### src/rtl/fence_t_sequencer_pkg.sv
// Shared types and defaults for the temporal-fence (fence.t) sequencer.
//   fence_t_state_e   : sequencer FSM encoding (3 bits, so illegal codes exist
//                       and are folded back to IDLE by the FSM).
//   FENCE_T_*         : default drain / microreset lengths and address width.
//   cnt_width()       : bit width needed to hold 0..max_val (never 0 bits).
package fence_t_sequencer_pkg;

  // Default address width; matches the core's virtual address width.
  localparam int unsigned FENCE_T_VLEN      = 64;
  localparam int unsigned FENCE_T_DRAIN_CYC = 16;
  localparam int unsigned FENCE_T_RST_CYC   = 16;

  typedef enum logic [2:0] {
    FT_IDLE      = 3'd0,
    FT_FLUSH     = 3'd1,
    FT_DRAIN     = 3'd2,
    FT_PAD       = 3'd3,
    FT_RST_UARCH = 3'd4
  } fence_t_state_e;

  function automatic int unsigned cnt_width(input int unsigned max_val);
    return (max_val == 0) ? 1 : $clog2(max_val + 1);
  endfunction

endpackage

### src/rtl/fence_t_sequencer_cnt.sv
// Generic up/down counter shared by the sequencer's pad and drain timers.
// Priority: clear > load > increment (saturating at MAX) > decrement (stops at 0).
//   clk_i, rst_i : clock, synchronous active-high reset (count -> 0)
//   clear_i      : force count to 0
//   load_i       : load load_val_i
//   load_val_i   : value taken on load
//   inc_i        : count up, holding at MAX
//   dec_i        : count down, holding at 0
//   cnt_o        : current count
module fence_t_sequencer_cnt #(
  parameter int unsigned    W   = 8,
  parameter logic [W-1:0]   MAX = '1
) (
  input  logic         clk_i,
  input  logic         rst_i,
  input  logic         clear_i,
  input  logic         load_i,
  input  logic [W-1:0] load_val_i,
  input  logic         inc_i,
  input  logic         dec_i,
  output logic [W-1:0] cnt_o
);

  logic [W-1:0] cnt_q, cnt_d;

  always_comb begin
    // NOTE: every always_comb output gets a default first so no path leaves it unassigned (no latch).
    cnt_d = cnt_q;
    if (clear_i) begin
      cnt_d = '0;
    end else if (load_i) begin
      cnt_d = load_val_i;
    end else if (inc_i && (cnt_q != MAX)) begin
      cnt_d = cnt_q + W'(1);
    end else if (dec_i && (cnt_q != '0)) begin
      cnt_d = cnt_q - W'(1);
    end
  end

  // NOTE: sequential state uses non-blocking assignments; reset is sampled on the clock edge.
  always_ff @(posedge clk_i) begin
    if (rst_i) begin
      cnt_q <= '0;
    end else begin
      cnt_q <= cnt_d;
    end
  end

  assign cnt_o = cnt_q;

endmodule

### src/rtl/fence_t_sequencer.sv
// Temporal-fence sequencer: on a committed fence.t it flushes every channel,
// waits for the memory side to drain, pads out to a selectable timing event,
// then pulses a microarchitectural reset and hands back the resume PC.
//   clk_i, rst_i    : clock, synchronous active-high reset
//   fence_t_i       : fence.t committed (accepted only in IDLE)
//   pc_commit_i     : PC of the fence.t; resume at pc+4
//   boot_addr_i     : resume address after a reset
//   rst_addr_o      : PC to fetch from after the microreset
//   flush_o         : per-channel flush request (registered)
//   flush_ack_i     : per-channel flush-done pulse
//   busy_i          : per-channel outstanding-transaction flag
//   pad_i           : pad length in cycles
//   pad_sel_i       : selects which event source starts the pad
//   pad_evt_i       : level event sources, rising edge triggers
//   ceil_o          : measured pad ceiling, ceil_valid_o pulses on update
//   pad_overrun_o   : sticky, pad had already expired when draining finished
//   halt_o, stall_o : sequence in progress (commit halt / cache stall)
//   rst_uarch_no    : active-low microreset, RST_CYC cycles long
//   cache_init_no   : suppress cache init through the microreset and INIT_HOLD after
module fence_t_sequencer
  import fence_t_sequencer_pkg::*;
#(
  parameter int unsigned NR_CHAN    = 2,
  parameter int unsigned NR_PAD_SRC = 2,
  parameter int unsigned PAD_W      = 32,
  parameter int unsigned DRAIN_CYC  = FENCE_T_DRAIN_CYC,
  parameter int unsigned RST_CYC    = FENCE_T_RST_CYC,
  parameter int unsigned INIT_HOLD  = 3,
  parameter int unsigned VLEN       = FENCE_T_VLEN
) (
  input  logic                          clk_i,
  input  logic                          rst_i,
  input  logic                          fence_t_i,
  input  logic [VLEN-1:0]               pc_commit_i,
  input  logic [VLEN-1:0]               boot_addr_i,
  output logic [VLEN-1:0]               rst_addr_o,
  output logic [NR_CHAN-1:0]            flush_o,
  input  logic [NR_CHAN-1:0]            flush_ack_i,
  input  logic [NR_CHAN-1:0]            busy_i,
  input  logic [PAD_W-1:0]              pad_i,
  input  logic [$clog2(NR_PAD_SRC)-1:0] pad_sel_i,
  input  logic [NR_PAD_SRC-1:0]         pad_evt_i,
  output logic [PAD_W-1:0]              ceil_o,
  output logic                          ceil_valid_o,
  output logic                          pad_overrun_o,
  output logic                          halt_o,
  output logic                          stall_o,
  output logic                          rst_uarch_no,
  output logic                          cache_init_no
);

  localparam int unsigned SEL_W   = $clog2(NR_PAD_SRC);
  localparam int unsigned DRAIN_W = cnt_width(DRAIN_CYC);
  localparam int unsigned RST_W   = cnt_width(RST_CYC - 1);
  localparam int unsigned INIT_W  = cnt_width(INIT_HOLD);

  fence_t_state_e state_q, state_d;

  logic [NR_CHAN-1:0]    ack_seen_q, ack_seen_d;
  logic [NR_CHAN-1:0]    flush_q, flush_d;
  logic [VLEN-1:0]       rst_addr_q, rst_addr_d;
  logic [PAD_W-1:0]      ceil_q, ceil_d;
  logic                  ceil_valid_q, ceil_valid_d;
  logic                  overrun_q, overrun_d;
  logic [NR_PAD_SRC-1:0] evt_q, evt_d;
  logic [RST_W-1:0]      rst_cnt_q, rst_cnt_d;
  logic [INIT_W-1:0]     init_cnt_q, init_cnt_d;

  logic [PAD_W-1:0]      pad_cnt;
  logic [DRAIN_W-1:0]    drain_cnt;
  logic                  pad_load;
  logic                  acks_done, drain_done, pad_done, rst_done;

  // ---------------------------------------------------------------------------
  // Timers. Both run regardless of FSM state so the pad can start before the
  // fence commits and the drain window can already be satisfied on entry.
  // ---------------------------------------------------------------------------
  always_comb begin
    pad_load = 1'b0;
    // Out-of-range selects match no source, so they never load.
    for (int unsigned i = 0; i < NR_PAD_SRC; i++) begin
      if (pad_sel_i == SEL_W'(i)) begin
        pad_load = pad_evt_i[i] & ~evt_q[i];
      end
    end
  end

  fence_t_sequencer_cnt #(
    .W   (PAD_W),
    .MAX ('1)
  ) i_pad_cnt (
    .clk_i      (clk_i),
    .rst_i      (rst_i),
    .clear_i    (1'b0),
    .load_i     (pad_load),
    .load_val_i (pad_i),
    .inc_i      (1'b0),
    .dec_i      (1'b1),
    .cnt_o      (pad_cnt)
  );

  fence_t_sequencer_cnt #(
    .W   (DRAIN_W),
    .MAX (DRAIN_W'(DRAIN_CYC))
  ) i_drain_cnt (
    .clk_i      (clk_i),
    .rst_i      (rst_i),
    .clear_i    (|busy_i),
    .load_i     (1'b0),
    .load_val_i ('0),
    .inc_i      (1'b1),
    .dec_i      (1'b0),
    .cnt_o      (drain_cnt)
  );

  // Acks landing this cycle count, so the last ack and FLUSH exit coincide.
  assign acks_done  = &(ack_seen_q | flush_ack_i);
  assign drain_done = (drain_cnt == DRAIN_W'(DRAIN_CYC));
  assign pad_done   = (pad_cnt == '0);
  assign rst_done   = (rst_cnt_q == RST_W'(RST_CYC - 1));

  // ---------------------------------------------------------------------------
  // FSM: state register
  // ---------------------------------------------------------------------------
  always_ff @(posedge clk_i) begin
    if (rst_i) begin
      state_q <= FT_IDLE;
    end else begin
      state_q <= state_d;
    end
  end

  // ---------------------------------------------------------------------------
  // FSM: next state
  // ---------------------------------------------------------------------------
  always_comb begin
    state_d = state_q;
    case (state_q)
      FT_IDLE:      if (fence_t_i)  state_d = FT_FLUSH;
      FT_FLUSH:     if (acks_done)  state_d = FT_DRAIN;
      FT_DRAIN:     if (drain_done) state_d = FT_PAD;
      FT_PAD:       if (pad_done)   state_d = FT_RST_UARCH;
      FT_RST_UARCH: if (rst_done)   state_d = FT_IDLE;
      default:                      state_d = FT_IDLE;
    endcase
  end

  // ---------------------------------------------------------------------------
  // FSM: outputs
  // ---------------------------------------------------------------------------
  always_comb begin
    halt_o        = (state_q != FT_IDLE);
    stall_o       = (state_q != FT_IDLE);
    rst_uarch_no  = (state_q != FT_RST_UARCH);
    cache_init_no = (state_q == FT_RST_UARCH) || (init_cnt_q != '0);
  end

  // ---------------------------------------------------------------------------
  // Datapath next values
  // ---------------------------------------------------------------------------
  always_comb begin
    ack_seen_d   = ack_seen_q;
    flush_d      = '0;
    rst_addr_d   = rst_addr_q;
    ceil_d       = ceil_q;
    ceil_valid_d = 1'b0;
    overrun_d    = overrun_q;
    evt_d        = pad_evt_i;
    rst_cnt_d    = '0;
    init_cnt_d   = (init_cnt_q != '0) ? init_cnt_q - INIT_W'(1) : init_cnt_q;

    case (state_q)
      FT_IDLE: begin
        ack_seen_d = '0;
        // Per-fence results change only when a new fence is accepted, so the
        // overrun flag and resume PC of the last sequence stay readable.
        if (fence_t_i) begin
          rst_addr_d = pc_commit_i + VLEN'(4);
          overrun_d  = 1'b0;
        end
      end
      FT_FLUSH: begin
        ack_seen_d = ack_seen_q | flush_ack_i;
        // Registered request: a channel drops the cycle after its ack.
        flush_d    = ~(ack_seen_q | flush_ack_i);
      end
      FT_DRAIN: begin
        if (drain_done) begin
          ceil_d       = pad_done ? '0 : pad_i - pad_cnt;
          ceil_valid_d = 1'b1;
          overrun_d    = pad_done;
        end
      end
      FT_RST_UARCH: begin
        rst_cnt_d  = rst_done ? '0 : rst_cnt_q + RST_W'(1);
        init_cnt_d = INIT_W'(INIT_HOLD);
      end
      default: ;
    endcase
  end

  always_ff @(posedge clk_i) begin
    if (rst_i) begin
      ack_seen_q   <= '0;
      flush_q      <= '0;
      rst_addr_q   <= boot_addr_i;
      ceil_q       <= '0;
      ceil_valid_q <= 1'b0;
      overrun_q    <= 1'b0;
      evt_q        <= '0;
      rst_cnt_q    <= '0;
      init_cnt_q   <= '0;
    end else begin
      ack_seen_q   <= ack_seen_d;
      flush_q      <= flush_d;
      rst_addr_q   <= rst_addr_d;
      ceil_q       <= ceil_d;
      ceil_valid_q <= ceil_valid_d;
      overrun_q    <= overrun_d;
      evt_q        <= evt_d;
      rst_cnt_q    <= rst_cnt_d;
      init_cnt_q   <= init_cnt_d;
    end
  end

  assign rst_addr_o    = rst_addr_q;
  assign flush_o       = flush_q;
  assign ceil_o        = ceil_q;
  assign ceil_valid_o  = ceil_valid_q;
  assign pad_overrun_o = overrun_q;

endmodule
### config.mk
export PLATFORM = sky130hd
export DESIGN_NAME = fence_t_sequencer
export DESIGN_NICKNAME = d
export VERILOG_FILES = /design/src/rtl/fence_t_sequencer_pkg.sv /design/src/rtl/fence_t_sequencer_cnt.sv /design/src/rtl/fence_t_sequencer.sv
export SDC_FILE = /design/constraint.sdc
export NUM_CORES = 1
export LEC_CHECK = 0
export BUFFER_PORTS_ARGS = -buffer_cell sky130_fd_sc_hd__buf_2
export CAP_MARGIN = 10
export CORE_MARGIN = 3
export CORE_UTILIZATION = 32
export DETAILED_ROUTE_END_ITERATION = 8
export SETUP_SLACK_MARGIN = 0.02
export SKIP_CTS_REPAIR_TIMING = 1
export SLEW_MARGIN = 20
export SYNTH_ARGS = -nofsm -noshare
export SYNTH_HDL_FRONTEND = slang
export SYNTH_HIERARCHICAL = 1
export SYNTH_SLANG_ARGS = --single-unit
### constraint.sdc
create_clock -name clk_i -period 4.5 [get_ports clk_i]
set_clock_uncertainty 0.1 [all_clocks]
set_input_delay 0.675 -clock clk_i [delete_from_list [all_inputs] [get_ports clk_i]]
set_output_delay 0.675 -clock clk_i [all_outputs]
set_load 0.03 [all_outputs]
# [Word-level counts from Yosys, hierarchy flattened]
# Cells that the tools add are included.
[word_totals] ff_bits=150 latch_bits=0 mem_bits_rw=0 rom_bits=0 out_inout_bits=104 n_memories=0
[classes] add_sub_neg=6 mul=0 n_div=0 n_lt_le_gt_ge=0 n_eq_ne=13 shift=0 muxes=20 n_bitwise=9 reduce_logical=21
[op_table] cell="$mux 64" count=3
[op_table] cell="$mux 32" count=3
[op_table] cell="$add 64x3->64 const B" count=1
[op_table] cell="$logic_not 32->1" count=1
[op_table] cell="$reduce_bool 32->1" count=1
[op_table] cell="$sub 32x1->32 const B" count=1
[op_table] cell="$sub 32x32->32" count=1
[op_table] cell="$mux 3" count=5
[op_table] cell="$pmux 3 s5" count=1
[op_table] cell="$reduce_bool 2->1" count=7
[op_table] cell="$ne 2x2->1 const B" count=5
[op_table] cell="$eq 3x2->1 const B" count=2
[op_table] cell="$reduce_and 2->1" count=3
[op_table] cell="$reduce_or 3->1" count=2
[op_table] cell="$add 5x1->5 const B" count=1
[op_table] cell="$eq 5x5->1 const B" count=1
[op_table] cell="$ne 5x5->1 const B" count=1
[op_table] cell="$not 1->1" count=5
[op_table] cell="$reduce_and 5->1" count=1
[op_table] cell="$add 4x1->4 const B" count=1
[op_table] cell="$eq 4x4->1 const B" count=1
[op_table] cell="$mux 1" count=4
[op_table] cell="$mux 2" count=2
[op_table] cell="$pmux 2 s2" count=1
[op_table] cell="13 further kinds" count=15

# [Depth between registers and ports, before layout]
# Gate-level depths: netlist of run 1.
[depth] ltp_word=4 mapped_depth=13 mapped_depth_nobuf=13

# [Modules after synthesis]
# The synthesis of run 1 kept the hierarchy.
[modules_own_cells] module="fence_t_sequencer" instances=1 cells_each=832 area_per_inst_um2=7191.9 seq_area_each_um2=2902.8
[modules_own_cells] module="fence_t_sequencer_cnt (i_pad_cnt)" instances=1 cells_each=442 area_per_inst_um2=3340.7 seq_area_each_um2=640.6
[modules_own_cells] module="fence_t_sequencer_cnt (i_drain_cnt)" instances=1 cells_each=57 area_per_inst_um2=446.7 seq_area_each_um2=100.1

# [Worst setup path after synthesis of run 1]
# OpenSTA, ideal clock, no wires.
[synth_timing] path_type="input to register" from="input rst_i" to="register rst_addr_q[0] (netlist: rst_addr_o[0]) (enable)" arrival_ps=3137 slack_ps=843 path_stages=5 path_buffers=4 cell_sequence="clkbuf_1 -> clkbuf_1 -> clkbuf_1 -> buf_1 -> a21o_1"
[synth_between] elab_chain_len=2 elab_cells_between_ends=3
[synth_rtl] element="start, declared" line_no="fence_t_sequencer.sv:32" text="input logic rst_i,"
[synth_rtl] element="$reduce_bool 2->1 (no line)"
[synth_rtl] element="$reduce_and 2->1 (no line) (*)"
[synth_rtl] element="end signal, assigned" line_no="fence_t_sequencer.sv:206" text="rst_addr_q <= boot_addr_i;"
[synth_rtl] element="end signal, assigned" line_no="fence_t_sequencer.sv:216" text="rst_addr_q <= rst_addr_d;"
[synth_rtl] element="end, declared" line_no="fence_t_sequencer.sv:61" text="logic [VLEN-1:0] rst_addr_q, rst_addr_d;"
# Every way passes the cells marked *; elsewhere a longest branch is shown, timed or not.
# A chain may end at the register's enable or synchronous reset.

# [Worst setup path after layout of run 1]
[layout_timing] from="register i_pad_cnt.cnt_q[0] (netlist: i_pad_cnt/cnt_o[0])" to="register ceil_q[28] (netlist: ceil_o[28])"
[layout_between] elab_chain_len=2 elab_cells_between_ends=3
[layout_rtl] element="start, declared" line_no="fence_t_sequencer_cnt.sv:24" text="logic [W-1:0] cnt_q, cnt_d;"
[layout_rtl] element="start signal, assigned" line_no="fence_t_sequencer_cnt.sv:45" text="cnt_q <= cnt_d;"
[layout_rtl] element="$sub 32x32->32 / $logic_not 32->1 (equally long branches)" line_no="fence_t_sequencer.sv:189, fence_t_sequencer.sv:119"
[layout_rtl] element="$mux 32 (*)" line_no="fence_t_sequencer.sv:189" text="ceil_d = pad_done ? '0 : pad_i - pad_cnt;"
[layout_rtl] element="end signal, assigned" line_no="fence_t_sequencer.sv:217" text="ceil_q <= ceil_d;"
[layout_rtl] element="end, declared" line_no="fence_t_sequencer.sv:62" text="logic [PAD_W-1:0] ceil_q, ceil_d;"
# Marked as above.

==> impl_results.md, run 1 <==
- Outcome: completed
- GRT Residual Overflow: 0
- Setup crit end kind: register
- Clock Tree Root: clkbuf_16
- Post-Syn Area: 0.0110 mm^2
- DIE AREA: 0.0366 mm^2
- Port bufs: 273
- Rows: 67
- Final hold vios: 0
- Drt via density: ~5.2
- Maxcap violations: 0
- Router iterations before antenna repair: 5
- Flops & latches, synth: 150
- Worst Path Class, Setup: reg -> reg
- Final Cycle Share: 0.697
- Clock sinks: 150
- Top_reg_cell synth: dfxtp_1
- Maximum VDD drop: 0.181 mV
- Fill count: ~3,500
- DRT antenna net count: 0
- Logic pwr share: 0.282
- Multi-input gate area: 0.00695 mm^2
- Slowest-stage cell, CP: a2111oi_1
- Switching Share: 0.337
- Setup TNS: 0 ns
- Worst Path Arrival: 3.38 ns
- FF/Latch Area: approximately 0.0036 mm^2
- Ranking of synthesized cells by area: edfxtp_1 (18%), dfxtp_1 (16%), ha_1 (7.9%), nand2_1 (6.3%), o21ai_0 (5.5%)
- Slew of the pin with the lowest slew margin: 1.12 ns
- Total Routing Usage GR: 0.196
- Longest Clk Path Bufs: 2
- Gp weighted congestion: 0.923
- DR vias: 10,700
- Initial antenna violation count: 4
- WL/cell: 18.1 um
- Worst Setup Start Kind: register
- Most frequent CP cell: a21oi_1
- First-pass GRT wire length: 56,000 um
- Post-Place Setup Slack: 1.09 ns
- Sequential fraction of the synthesis area: 0.332
- Mapped Cells: 1,331
- Share of layout cells above drive strength 1: 0.226
- Seq pwr share: 0.369
- Req. time, crit path: 4.75 ns
- Int Power: 2910 uW
- WHS Path Cells: 2
- Area leader, netlist: edfxtp_1
- Pins Over Slew Limit: 0
- Fin Hold WS: 0.340 ns
- Final Setup Violations: 0
- PnR Total Power: 4380 uW
- CTS HTree Levels: 4
- Area share of the largest cell type after synthesis: 0.175
- Worst-path clk slew: 0.07 ns
- Initial Util: 0.326
- Clk pwr share: 0.350
- Reg2reg path depth: 10
- Leakage: 0.00580 uW
- Die X: about 190 um
- RSZ-0062 raised after global routing: false
- # DRC: 0
- Ys async rst share: 0
- Clock Latency Late Sink: 0.43 ns
- CTS buffer count: 17
- Io pins: 274
- Syn avg cell area: between 8 and 9 um^2
- Worst Slack Setup Final: 1.36 ns
- Max Clock Freq: about 320 MHz
- Final HPWL DP: 30,100 um
- Final WL: 37,200 um
- Yosys Warn Count: 6
- Vias in the first global route: 10,200
- P_sw: around 1500 uW
- CP max FO: 10
- Die height: 191 um
- Slew headroom: 0.249
- Layout Nets: approximately 1,800
- Syn-to-layout area delta: 22.4%
- Pwr/cell area: 326 mW/mm^2
- Min cycle time layout: 3.14 ns
- Hold Crit Class: in -> reg
- Sequence of cells on the critical path: ha_1, fa_1, nand2b_1, a21oi_1, o21ai_1, a31oi_1, a2111oi_1, a21oi_1, xnor2_1, o21ai_0
- Netlist cell types: 91
- Number of flops mapped to enable cells by yosys: between 60 and 70
- TritonCTS clock tree: built
- Largest stage delay, worst path: 0.62 ns
- Core area: 0.0337 mm^2
- DR iter-0 viols: 641
- Pin count of the biggest net entering global routing: between 50 and 60
## path summary, 6_finish.rpt
check,start,endpoint,slack [ns]
setup reg to reg,i_pad_cnt/cnt_o[0]$_SDFFE_PP0P_,ceil_o[28]$_SDFFE_PP0P_,1.36
hold / removal,flush_ack_i[0],flush_o[0]$_SDFF_PP0_,0.34
setup / recovery,i_pad_cnt/cnt_o[0]$_SDFFE_PP0P_,ceil_o[28]$_SDFFE_PP0P_,1.36
hold reg to reg,ceil_o[14]$_SDFFE_PP0P_,ceil_o[14]$_SDFFE_PP0P_,0.34
## synth_stat cells, types with 4 or more instances
| cell | instances |
|---|---|
| and2_1 | 10 |
| o211ai_1 | 14 |
| and2b_1 | 4 |
| o21a_1 | 8 |
| nand3_1 | 32 |
| clkbuf_1 | 49 |
| a21o_1 | 29 |
| o21bai_1 | 5 |
| a211oi_1 | 14 |
| a31oi_1 | 16 |
| ha_1 | 69 |
| dfxtp_1 | 86 |
| or3_1 | 8 |
| nand2b_1 | 13 |
| and3_1 | 19 |
| xor2_1 | 63 |
| nor4_1 | 19 |
| edfxtp_1 | 64 |
| a22oi_1 | 9 |
| o21ai_0 | 121 |
| nor3_1 | 25 |
| nand4_1 | 29 |
| nand2_1 | 184 |
| o221ai_1 | 8 |
| a21oi_1 | 83 |
| nor2b_1 | 10 |
| xnor2_1 | 45 |
| and4_1 | 8 |
| o31a_1 | 4 |
| a31o_2 | 5 |
| mux2i_1 | 6 |
| o21ai_1 | 11 |
| nor2_1 | 98 |
| mux2_2 | 5 |
| o211a_1 | 6 |
| or2_2 | 4 |
| inv_1 | 60 |
## cell usage in the layout, fill, tap and decap left out, types with 19 or more instances in the layout
cell type  Yosys  final
conb_1         2     23
xnor2_1       45     45
nand4_1       29     29
inv_1         60     60
o21ai_0      121    120
nand2_1      184    184
dfxtp_1       86     86
buf_2          3    272
nor2_1        98     98
a21oi_1       83     83
nor4_1        19     19
xor2_1        63     63
edfxtp_1      64     64
nor3_1        25     25
a21o_1        29     28
and3_1        19     19
ha_1          69     69
nand3_1       32     32
## sequential cells by signal, summed over array words and instances (netlist names)
| register | count |
|---|---|
| state_q | 3 |
| pad_overrun_o | 1 |
| evt_q | 2 |
| ceil_o | 32 |
| rst_cnt_q | 4 |
| i_drain_cnt/cnt_o | 5 |
| rst_addr_o | 64 |
| init_cnt_q | 2 |
| i_pad_cnt/cnt_o | 32 |
| ack_seen_q | 2 |
| flush_o | 2 |
| ceil_valid_o | 1 |
## worst max-delay path, delay by kind of cell, from the launching register on
kind | cells | cell delay (ns)
DFF | 1 | 0.61
and+or+nand+nor | 1 | 0.14
adders and majority gates | 2 | 0.46
AOI/OAI and AO/OA | 6 | 1.58
xor gates and xnor gates | 1 | 0.15
## power groups by stage
stage / registers [uW] / clock network (uW) / logic, uW
2_1_floorplan: 1740 / 0 / 752
3_3_place_gp: 1650 / 0 / 1220
3_5_place_dp: 1650 / 0 / 1220
4_1_cts: 1620 / 1560 / 1230
5_1_grt: 1630 / 1610 / 1370
6_report: 1620 / 1530 / 1230
## final cells by class
| class | instances | area share |
|---|---|---|
| Multi-Input combinational cell | 1081 | 0.517 |
| Sequential cell | 150 | 0.271 |
| Timing Repair Buffer | 282 | 0.107 |
| Tap cell | 448 | 0.0417 |
| Clock buffer | 19 | 0.0337 |
| Inverter | 61 | 0.0170 |
| Clock inverter | 13 | 0.0125 |
| Antenna cell | 1 | 0.000186 |
## metrics by stage
step | instance area (um^2) | instances | util
after floorplan | 11100 | 1352 | -
after global placement | 12800 | 2022 | 0.380
after detailed placement | 12800 | 2022 | 0.380
after CTS | 13400 | 2054 | 0.399
after global routing | 13400 | 2055 | 0.399
final | 13400 | 2055 | 0.399
## logic make-up (layout without fill, tap and decap cells)
group                    Yosys count  in the layout  share of synthesized area
flip-flops                       150            150                      0.332
multiplexers                      11             11                     0.0106
adder cells (fa/ha/maj)           72             72                     0.0841
AO/OA/AOI/OAI                    377            377                      0.222
other                              2             24                   0.000684
XOR/XNOR                         108            108                     0.0862
buffers and inverters            121            375                     0.0444
AND/OR/NAND/NOR                  490            490                      0.220
## layer usage
| metal | GRT usage | share of wire |
|---|---|---|
| met4 | 0.0779 | 0.034 |
| met2 | 0.356 | 0.50 |
| met3 | 0.0451 | 0.071 |
| met5 | 0 | 0.00035 |
| met1 | 0.222 | 0.40 |
Power figures use the tool's default switching activity.
==> run 2: changes to the inputs <==
clock period = 3.1 ns   (was 4.5 ns; I/O delays follow)
==> impl_results.md, run 2 (synthesis gave the netlist of run 1 again) <==
- Outcome: completed
- Worst-path clk slew: approximately 0.06 ns
- CTS buffer count: 17
- Core area: 0.0337 mm^2
- Port bufs: 273
- Setup TNS: 0 ns
- DR vias: between 10,000 and 15,000
- Clk pwr share: 0.334
- Most frequent cells in the layout: buf_2 (272), nand2_1 (184), o21ai_0 (120)
- Post-layout util: 0.403
- Hold Crit Class: in -> reg
- Die X: 191 um
- Logic pwr share: 0.295
- Slew headroom: 0.257
- Most common cell after layout, fill and taps aside: buf_2
- Slowest-stage cell, CP: dfxtp_1
- Pwr/cell area: 463 mW/mm^2
- DR iter-0 viols: 596
- Final HPWL DP: 30,300 um
- DRT antenna net count: 0
- Initial antenna violation count: 3
- Rows: 67
- Gp weighted congestion: 0.919
- Req. time, crit path: roughly 3.3 ns
- Final Setup Violations: 0
- Die height: 191 um
- Layout Nets: 1,852
- Leakage: 0.00587 uW
- Vias in the first global route: 10,200
- Switching Share: 0.345
- Placed cell area: 0.0130 mm^2
- RSZ-0062 raised after global routing: false
- Syn-to-layout area delta: 23.6%
- Max Clock Freq: between 300 and 400 MHz
- # DRC: 0
- Worst Setup Start Kind: register
- Setup crit end kind: register
- Sequence of cells on the critical path: inv_1, ha_1, nor2b_1, o21ai_1, a21oi_2, o41ai_4, o21ai_2, nand3_1, a21oi_1, or3_1, a32o_1
- Largest stage delay, worst path: 0.45 ns
- Worst Path Arrival: a little over 3 ns
- Int Power: between 4000 and 5000 uW
- Maximum VDD drop: 0.400 mV
- DIE AREA: 0.0366 mm^2
- Delay-heaviest family, CP: compound AO/OA/AOI/OAI gates
- Clock Tree Root: clkbuf_16
- Initial Util: 0.326
- CP max FO: 5
- P_sw: 2170 uW
- Drt via density: 5.15
- Final Cell Area: roughly 0.014 mm^2
- Final hold vios: 0
- Share of layout cells above drive strength 1: 0.234
- Buf/Inv on CP: 1
- Seq pwr share: 0.371
- Post-Place Setup Slack: 0.0677 ns
- Total Routing Usage GR: 0.200
- Pin count of the biggest net entering global routing: 65
- Final WL: 37,700 um
- Worst Slack Setup Final: 0.262 ns
- Fill count: 3,466
- Clock sinks: 150
- Slew of the pin with the lowest slew margin: 1.11 ns
- Io pins: 274
- CTS HTree Levels: 4
- Min cycle time layout: 2.84 ns
- TritonCTS clock tree: built
- Pins Over Slew Limit: 0
- Largest register FFs: 64
- Fin Hold WS: 0.126 ns
- Longest Clk Path Bufs: 2
- Clock Latency Late Sink: approximately 0.44 ns
- WL/cell: around 18 um
- GRT Residual Overflow: 0
- Worst Path Class, Setup: reg -> reg
- First-pass GRT wire length: 56,700 um
- Final Cycle Share: 0.915
- Maxcap violations: 0
- Router iterations before antenna repair: 6
run 2: cell count changes in the layout (fill, tap and decap cells not counted), sizes merged:
cell | before | now
buf | 282 | 299
bufinv | 3 | 2
inv | 66 | 65
diode | 1 | 4
clkinvlp | 1 | 3
run 2: path summary, 6_finish.rpt:
path | slack [ns] | startpoint | cells past startpoint | end
setup / recovery | 0.26 | i_pad_cnt/cnt_o[1]$_SDFFE_PP0P_ | 11 | ceil_o[27]$_SDFFE_PP0P_
hold / removal | 0.13 | flush_ack_i[0] | 2 | flush_o[0]$_SDFF_PP0_
setup reg to reg | 0.26 | i_pad_cnt/cnt_o[1]$_SDFFE_PP0P_ | 11 | ceil_o[27]$_SDFFE_PP0P_
hold reg to reg | 0.35 | ceil_o[22]$_SDFFE_PP0P_ | 2 | ceil_o[22]$_SDFFE_PP0P_
run 2: per-stage QoR:
stage	std cells	total power, uW
2_1_floorplan	1352	3610
3_3_place_gp	2039	4190
3_5_place_dp	2039	4210
4_1_cts	2071	6330
5_1_grt	2073	6630
6_report	2075	6290
run 2: worst reg2reg max path, stage by stage, from the launching register on:
cell and delay [ns]:
dfxtp_1 0.45, inv_1 0.07, ha_1 0.27, nor2b_1 0.13
o21ai_1 0.20, a21oi_2 0.12, o41ai_4 0.44, o21ai_2 0.16
nand3_1 0.16, a21oi_1 0.10, or3_1 0.31, a32o_1 0.24
run 2: power groups by stage:
stage	combinational, uW	clock, uW	sequential [uW]
floorplan	1090	0	2520
global placement	1820	0	2370
detailed placement	1830	0	2380
CTS	1840	2160	2330
global route	2040	2240	2350
finish	1850	2100	2330
run 2: final cells by class:
| type | instances | area (um^2) | share of cell area |
|---|---|---|---|
| sequential | 150 | 3640 | 0.269 |
| timing repair buffer | 299 | 1590 | 0.117 |
| clock buffer | 19 | 433 | 0.0319 |
| multi-input combinational | 1081 | 6950 | 0.513 |
| antenna | 4 | 10.0 | 0.000738 |
| tap | 448 | 561 | 0.0413 |
| inverter | 61 | 229 | 0.0169 |
| clock inverter | 13 | 146 | 0.0108 |
run 2: per-layer routing:
metal | GRT usage | vias up | part of all wire
li1 | - | 5367 | -
met1 | 0.233 | 4904 | 0.40
met2 | 0.347 | 354 | 0.48
met3 | 0.0405 | 64 | 0.070
met4 | 0.102 | 2 | 0.043
met5 | 0 | - | 0.00029
